File: src/rtl/asteroids_pkg.sv
`default_nettype none
// ============================================================================
// asteroids_pkg: shared defaults and types for the torpedo launch scheduler.
// Revision 1.0
// ============================================================================
package asteroids_pkg;

  localparam int T_NUM_DEFAULT           = 4;
  localparam int TTL_FRAMES_DEFAULT      = 60;
  localparam int COOLDOWN_FRAMES_DEFAULT = 8;

  localparam int SLOT_IDX_W = (T_NUM_DEFAULT > 1) ? $clog2(T_NUM_DEFAULT) : 1;

  typedef logic [SLOT_IDX_W-1:0] slot_idx_t;

endpackage : asteroids_pkg
`default_nettype wire

File: src/rtl/torpedo_launch_scheduler_rr_free_slot_picker.sv
`default_nettype none
// ============================================================================
// rr_free_slot_picker: finds the first free slot at or after ptr_i (mod T_NUM).
// Revision 1.0
// ============================================================================
module rr_free_slot_picker
  import asteroids_pkg::*;
#(
  parameter int T_NUM = T_NUM_DEFAULT,
  parameter int IDX_W = (T_NUM > 1) ? $clog2(T_NUM) : 1
) (
  input  logic [T_NUM-1:0] free_i,
  input  logic [IDX_W-1:0] ptr_i,
  output logic             found_o,
  output logic [IDX_W-1:0] slot_o
);

  localparam int SUM_W = IDX_W + 1;

  logic [T_NUM-1:0] w_rot;
  logic [IDX_W-1:0] w_off;
  logic [SUM_W-1:0] w_sum;

  always_comb begin
    // Rotate so the search origin lands on bit 0, then take the lowest set bit.
    w_rot   = T_NUM'({free_i, free_i} >> ptr_i);
    found_o = 1'b0;
    w_off   = '0;
    for (int k = T_NUM - 1; k >= 0; k--) begin
      if (w_rot[k]) begin
        found_o = 1'b1;
        w_off   = IDX_W'(k);
      end
    end
    w_sum = {1'b0, ptr_i} + {1'b0, w_off};
    if (w_sum >= SUM_W'(T_NUM)) begin
      w_sum = w_sum - SUM_W'(T_NUM);
    end
    slot_o = w_sum[IDX_W-1:0];
  end

endmodule : rr_free_slot_picker
`default_nettype wire

File: src/rtl/torpedo_launch_scheduler.sv
`default_nettype none
// ============================================================================
// torpedo_launch_scheduler: round-robin torpedo slot allocator with launch
// cooldown and per-slot time-to-live. Optional macro TORPEDO_AUTOFIRE_EN makes
// a held fire button re-request every time the cooldown elapses.
// Revision 1.0
// ============================================================================
module torpedo_launch_scheduler
  import asteroids_pkg::*;
#(
  parameter int T_NUM           = T_NUM_DEFAULT,
  parameter int TTL_FRAMES      = TTL_FRAMES_DEFAULT,
  parameter int COOLDOWN_FRAMES = COOLDOWN_FRAMES_DEFAULT
) (
  input  logic                       clk,
  input  logic                       reset,
  input  logic                       frame_tick,
  input  logic                       fire,
  input  logic                       enable,
  input  logic [T_NUM-1:0]           slot_hit,
  output logic [T_NUM-1:0]           launch,
  output logic [T_NUM-1:0]           active,
  output logic [$clog2(T_NUM+1)-1:0] free_cnt
);

  localparam int IDX_W = (T_NUM > 1) ? $clog2(T_NUM) : 1;
  localparam int TTL_W = $clog2(TTL_FRAMES + 1);
  localparam int CD_W  = (COOLDOWN_FRAMES > 0) ? $clog2(COOLDOWN_FRAMES + 1) : 1;
  localparam int CNT_W = $clog2(T_NUM + 1);

  logic             fire_d_q, fire_d_d;
  logic             pend_q, pend_d;
  logic [CD_W-1:0]  cooldown_q, cooldown_d;
  logic [IDX_W-1:0] rr_ptr_q, rr_ptr_d;
  logic [T_NUM-1:0] launch_q, launch_d;
  logic [T_NUM-1:0] active_q, active_d;
  logic [TTL_W-1:0] ttl_q [T_NUM];
  logic [TTL_W-1:0] ttl_d [T_NUM];

  logic [T_NUM-1:0] w_free;
  logic             w_found;
  logic [IDX_W-1:0] w_slot;
  logic             w_req;
  logic             w_grant;

  assign w_free = ~active_q;

  rr_free_slot_picker #(
    .T_NUM (T_NUM),
    .IDX_W (IDX_W)
  ) u_picker (
    .free_i  (w_free),
    .ptr_i   (rr_ptr_q),
    .found_o (w_found),
    .slot_o  (w_slot)
  );

  always_comb begin
`ifdef TORPEDO_AUTOFIRE_EN
    w_req = enable & fire & (~fire_d_q | ((cooldown_q == '0) & ~pend_q));
`else
    w_req = enable & fire & ~fire_d_q;
`endif
    w_grant = pend_q & enable & (cooldown_q == '0) & w_found;

    fire_d_d = fire;

    // A grant or a new request outranks the frame-boundary expiry of a request.
    pend_d = pend_q;
    if (!enable || w_grant) begin
      pend_d = 1'b0;
    end else if (w_req) begin
      pend_d = 1'b1;
    end else if (frame_tick) begin
      pend_d = 1'b0;
    end

    cooldown_d = cooldown_q;
    if (w_grant) begin
      cooldown_d = CD_W'(COOLDOWN_FRAMES);
    end else if (frame_tick && (cooldown_q != '0)) begin
      cooldown_d = cooldown_q - CD_W'(1);
    end

    rr_ptr_d = rr_ptr_q;
    if (w_grant) begin
      rr_ptr_d = (w_slot == IDX_W'(T_NUM - 1)) ? '0 : w_slot + IDX_W'(1);
    end

    launch_d = '0;
    active_d = active_q;
    for (int i = 0; i < T_NUM; i++) begin
      ttl_d[i] = ttl_q[i];
      if (w_grant && (w_slot == IDX_W'(i))) begin
        launch_d[i] = 1'b1;
        active_d[i] = 1'b1;
        ttl_d[i]    = TTL_W'(TTL_FRAMES);
      end else if (active_q[i]) begin
        if (slot_hit[i]) begin
          active_d[i] = 1'b0;
          ttl_d[i]    = '0;
        end else if (frame_tick) begin
          ttl_d[i] = ttl_q[i] - TTL_W'(1);
          if (ttl_q[i] == TTL_W'(1)) begin
            active_d[i] = 1'b0;
          end
        end
      end
    end
  end

  always_ff @(posedge clk) begin
    if (reset) begin
      fire_d_q   <= 1'b0;
      pend_q     <= 1'b0;
      cooldown_q <= '0;
      rr_ptr_q   <= '0;
      launch_q   <= '0;
      active_q   <= '0;
      for (int i = 0; i < T_NUM; i++) begin
        ttl_q[i] <= '0;
      end
    end else begin
      fire_d_q   <= fire_d_d;
      pend_q     <= pend_d;
      cooldown_q <= cooldown_d;
      rr_ptr_q   <= rr_ptr_d;
      launch_q   <= launch_d;
      active_q   <= active_d;
      for (int i = 0; i < T_NUM; i++) begin
        ttl_q[i] <= ttl_d[i];
      end
    end
  end

  assign launch   = launch_q;
  assign active   = active_q;
  assign free_cnt = CNT_W'($countones(w_free));

endmodule : torpedo_launch_scheduler
`default_nettype wire

File: config.mk
export PLATFORM = sky130hd
export DESIGN_NAME = torpedo_launch_scheduler
export DESIGN_NICKNAME = d
export VERILOG_FILES = /design/src/rtl/asteroids_pkg.sv /design/src/rtl/torpedo_launch_scheduler_rr_free_slot_picker.sv /design/src/rtl/torpedo_launch_scheduler.sv
export SDC_FILE = /design/constraint.sdc
export NUM_CORES = 1
export LEC_CHECK = 0
export ABC_AREA = 1
export CAP_MARGIN = 10
export CORE_MARGIN = 10
export CORE_UTILIZATION = 55
export DETAILED_ROUTE_END_ITERATION = 6
export PLACE_DENSITY = 0.74
export SLEW_MARGIN = 20
export SYNTH_ARGS = -nofsm -noshare
export SYNTH_HDL_FRONTEND = slang
export SYNTH_SLANG_ARGS = --single-unit
export TNS_END_PERCENT = 30
File: constraint.sdc
create_clock -name clk -period 3.3 [get_ports clk]
set_clock_uncertainty 0.2 [all_clocks]
set_input_delay 0.66 -clock clk [delete_from_list [all_inputs] [get_ports clk]]
set_output_delay 0.66 -clock clk [all_outputs]
set_load 0.01 [all_outputs]
Word level (Yosys, flattened, before mapping):

Memories as Yosys holds them, arrays and structs flattened.
Index checks and enable logic that the tools add are counted.

* flip-flop bits (word level): 16
* bits in latches: 0
* bits in writable memories: 24
* memory bits (read-only): 0
* logic and storage cells: 114
* memories: 1

* add/subtract/negate cells: 11
* $mul: 0
* div/mod/pow operators: 0
* order comparisons: 1
* equality and inequality tests: 7
* shifts and indexed selects: 1
* muxes and demuxes: 61
* bitwise operators: 11
* reductions and logical operators: 14

Memory list
* ttl_q: words 4, bits a word 6, read ports 4, clocked after Yosys merged registers in 0, write ports 4, line torpedo_launch_scheduler.sv:37 `logic [TTL_W-1:0] ttl_q [T_NUM];`

Operators by type and width (count)
* $mux 6: 20
* $mux 1: 33
* $eq 6x1->1 const B: 4
* $sub 6x1->6 const B: 4
* $mux 2: 6
* $mux 4: 2
* $shr 8x2->4: 1
* $add 2x2->3: 2
* $and 1x1->1: 5
* $logic_and 1x1->1: 5
* $add 1x1->2: 2
* $eq 2x2->1 const B: 2
* $logic_not 4->1: 1
* $not 4->4: 1
* $or 1x1->1: 4
* $reduce_bool 2->1: 2
* $reduce_bool 4->1: 1
* $reduce_or 2->1: 2
* $sub 4x1->4 const B: 1
* $ge 3x3->1 const B: 1
* $add 2x1->2 const B: 1
* $eq 2x1->1 const B: 1
* $logic_not 2->1: 1
* $sub 2x1->2 const B: 1
* 3 further kinds: 3

Longest topological paths before layout:

* depth after elaboration: 13
* mapped depth: 17

Hierarchy:

A second synthesis with hierarchy kept.

* cell total of the unflattened synthesis: 364
* area, all modules: 2447.3 um2

Modules (own cells, without submodules)
* torpedo_launch_scheduler: times used 1, cells each 329, area each 2282.2 um2, seq. area each 800.8 um2
* rr_free_slot_picker: times used 1, cells each 35, area each 165.2 um2, seq. area each 0.0 um2

Worst setup path before layout:

Ideal clock, no wire load.

* path kind: register to output
* from: register active_q[0], in the netlist active[0]
* to: output free_cnt[1]
* arrival: 1.423 ns
* required time: 2.440 ns
* path slack: 1.017 ns
* stages on the path, launching flop included: 5
* path buffers: 0
* cells stage by stage: dfxtp_1 -> fa_1 -> inv_1 -> ha_1 -> ha_1

* word-level cells in the longest chain between the ends: 3

Ends and longest elaborated chain
* start, declared: line torpedo_launch_scheduler.sv:36 `logic [T_NUM-1:0] active_q, active_d;`
* start signal, assigned: line torpedo_launch_scheduler.sv:129 `active_q <= active_d;`
* $not 4->4: line torpedo_launch_scheduler.sv:46 `assign w_free = ~active_q;`
* $add 1x1->2 (not written as such): line torpedo_launch_scheduler.sv:138 `assign free_cnt = CNT_W'($countones(w_free));`
* $add 2x2->3 (not written as such): line torpedo_launch_scheduler.sv:138
* end, declared: line torpedo_launch_scheduler.sv:23 `output logic [$clog2(T_NUM+1)-1:0] free_cnt`

Every way passes these cells.

Final worst setup path:

Ends and elaborated chain as after synthesis.

==> impl_metrics.env <==
export IMPL_status="complete, no violations"
export IMPL_synthesis_nets=343
export IMPL_grt_pass1_wl_um=8040
export IMPL_synth_distinct_cells=33
export IMPL_fp_dieW_um=84.8
export IMPL_synth_top_family_by_area="simple AND/OR/NAND/NOR gates"
export IMPL_power_leakage_nw=1.18
export IMPL_synth_top_area_cell="dfxtp_1"
export IMPL_end_kind="output port"
export IMPL_h_tree_depth=2
export IMPL_grt_max_degree=14
export IMPL_min_period_over_period=0.939
export IMPL_clkPwrFrac=0.304
export IMPL_synth_xor_area_frac=0.0304
export IMPL_setup_viol=0
export IMPL_syn_to_final_growth_pct=14.3
export IMPL_worst_pin_slew_ns=0.592
export IMPL_dr_first_iter_drc_count=114
export IMPL_internal_power_uw=777
export IMPL_routed_wl_um=4650
export IMPL_dr_pass1_iters=4
export IMPL_ys_top_cells_by_count="nand2_1, inv_1, dfxtp_1"
export IMPL_synth_edf_count=0
export IMPL_grt_pass1_vias=1807
export IMPL_switchingPower_uw=329
export IMPL_fillers=376
export IMPL_synth_simple_area_share=0.325
export IMPL_fmax_mhz=323
export IMPL_p_comb_frac=0.211
export IMPL_cp_required_ns=2.44
export IMPL_ios=20
export IMPL_synthMuxAreaShare=0
export IMPL_design_core_area_um2=4030
export IMPL_vdd_drop_max_v=0.000261
export IMPL_synth_area_per_cell_um2=7.23
export IMPL_finalNetCount=367
export IMPL_cts_resized=0
export IMPL_grt_overflow=0
export IMPL_tns_ns=0
export IMPL_crit_path_start_kind="register"
export IMPL_async_flop_share=0
export IMPL_cts_reportedPaths_clkPinSlew_ns=0.07
export IMPL_track_usage=0.131
export IMPL_place_area_um2=2540
export IMPL_synthCells=319
export IMPL_yosys_warnings=0
export IMPL_synthMostInstantiatedCell="nand2_1"
export IMPL_total_power_mw=1.11
export IMPL_start_util=0.572
export IMPL_syn_cell_area_um2=2310
export IMPL_synth_fa_ha_area_frac=0.0846
export IMPL_cts_inserted_buffers=5
export IMPL_cts_tree="done"
export IMPL_hold_viol_final=0
export IMPL_drive_gt1_frac=0.102
export IMPL_remaining_drc_errors=0
export IMPL_routedWlPerCell_um=11.8
export IMPL_crit_arrival_ns=2.24
export IMPL_crit_fanout=7
export IMPL_cap_violations=0
export IMPL_clockRootBuffer="clkbuf_8"
export IMPL_holdWs_ns=0.263
export IMPL_dpl_hpwl_um=3620
export IMPL_port_buffers=19
export IMPL_period_needed_ns=3.10
export IMPL_gp_congestion=0.854
export IMPL_power_density_nw_per_um2=420
export IMPL_synthTopCellsByArea="dfxtp_1, nand2_1, inv_1, ha_1, nand3_1"
export IMPL_num_vias=2008
export IMPL_clock_latency_ns=0.30
export IMPL_worstHoldPathType="reg -> reg"
export IMPL_hold_buffers=0
export IMPL_rsz0062_at_grt="false"
export IMPL_drv_slew=0
export IMPL_clk_path_buf_depth=2
export IMPL_p_seq_frac=0.485
export IMPL_path_class="reg -> out"
export IMPL_relSlewSlack=0.605
export IMPL_design_area_um2=2640
export IMPL_dieArea_um2=7180
export IMPL_die_h_um=84.8
export IMPL_clock_sinks=40
export IMPL_swShare=0.297
export IMPL_antenna_cells=0
export IMPL_antenna_found_initial=0
export IMPL_antenna_left=0
export IMPL_synth_ff_type="dfxtp_1"
export IMPL_via_per_inst=5.10
export IMPL_synth_compound_area_frac=0.115
export IMPL_placementRows=23
export IMPL_cts_setup_buffers=0
export IMPL_yosys_register_bits=40
export IMPL_yosysSeqAreaShare=0.347
export IMPL_netlist_area_leader_share=0.347
[final cells by class]
type                            count  area (µm²)  share of cell area
Multi-Input combinational cell    223        1280               0.486
Sequential cell                    40         801               0.304
Timing Repair Buffer               21         205              0.0778
Inverter                           52         195              0.0740
Clock buffer                        6        82.6              0.0313
Tap cell                           50        62.6              0.0237
Clock inverter                      2        10.0             0.00380
[worst max-delay path, cell delays in order, from the launching register on]
cell	delay [ns]
dfxtp_1	0.38
fa_1	0.56
inv_1	0.04
ha_1	0.17
ha_1	0.26
clkdlybuf4s50_1	0.53
[worst paths after layout]
kind / from / cells past startpoint / to / slack, ns
worst max register to register: rr_ptr_q[0]$_SDFFE_PP0P_ / 16 / ttl_q[3][2]$_SDFFE_PP0P_ / 0.69
worst min-delay path: cooldown_q[1]$_SDFFE_PP0P_ / 2 / cooldown_q[1]$_SDFFE_PP0P_ / 0.26
worst max-delay path: active[0]$_SDFF_PP0_ / 5 / free_cnt[1] / 0.20
worst min register to register: cooldown_q[1]$_SDFFE_PP0P_ / 2 / cooldown_q[1]$_SDFFE_PP0P_ / 0.26
[cell families after synthesis]
logic type / after synthesis
compound gates: 45
xor+xnor: 8
fa+ha+maj: 15
buf+inv: 56
simple gates: 155
flops: 40
[metal layers]
| metal | vias up | track usage | wire (µm) |
|---|---|---|---|
| met5 | - | 0 | 0 |
| met1 | 882 | 0.162 | 2220 |
| met2 | 42 | 0.212 | 2140 |
| met3 | 5 | 0.0425 | 229 |
| met4 | 0 | 0.0404 | 54 |
| li1 | 1079 | - | - |
[cell usage in the layout, fill, tap and decap left out]
master           count
clkbuf_8             6
or2_2                1
o21ai_2              1
nand3_1             26
o211ai_1             2
o31ai_1              1
clkinv_2             2
a31oi_1              2
nand3_4              1
xnor2_1              4
o41ai_1              1
nor3b_2              1
nand2_1             74
clkdlybuf4s50_1     19
nand2_2              5
inv_1               49
a21oi_1             14
nor2_1              22
a31o_2               3
o22ai_1              5
buf_4                2
inv_2                3
nand3_2              3
nor3_1               5
fa_1                 1
dfxtp_1             40
nor2_2               1
xor2_1               4
nor2_4               3
o21ai_0             14
ha_1                14
nand2_4              3
a21o_1               2
nand4_1             10
[per-stage QoR]
step / setup slack [ns] / utilization / cells
after floorplan: 1.02 / - / 319
after global placement: 0.522 / 0.631 / 386
after detailed placement: 0.510 / 0.631 / 386
after CTS: 0.189 / 0.654 / 394
after global routing: 0.112 / 0.654 / 394
final: 0.202 / 0.654 / 394
[power groups by stage]
stage               combinational (mW)  sequential, mW  clock, mW
floorplan                        0.183           0.543          0
global placement                 0.225           0.547          0
detailed placement               0.234           0.547          0
CTS                              0.235           0.536      0.344
global route                     0.274           0.540      0.356
finish                           0.234           0.536      0.336
[flip-flops by register name (all words and copies together), names as in the netlist]
register	count
pend_q	1
fire_d_q	1
launch	4
rr_ptr_q	2
ttl_q	24
cooldown_q	4
active	4
Power figures use the tool's default switching activity.
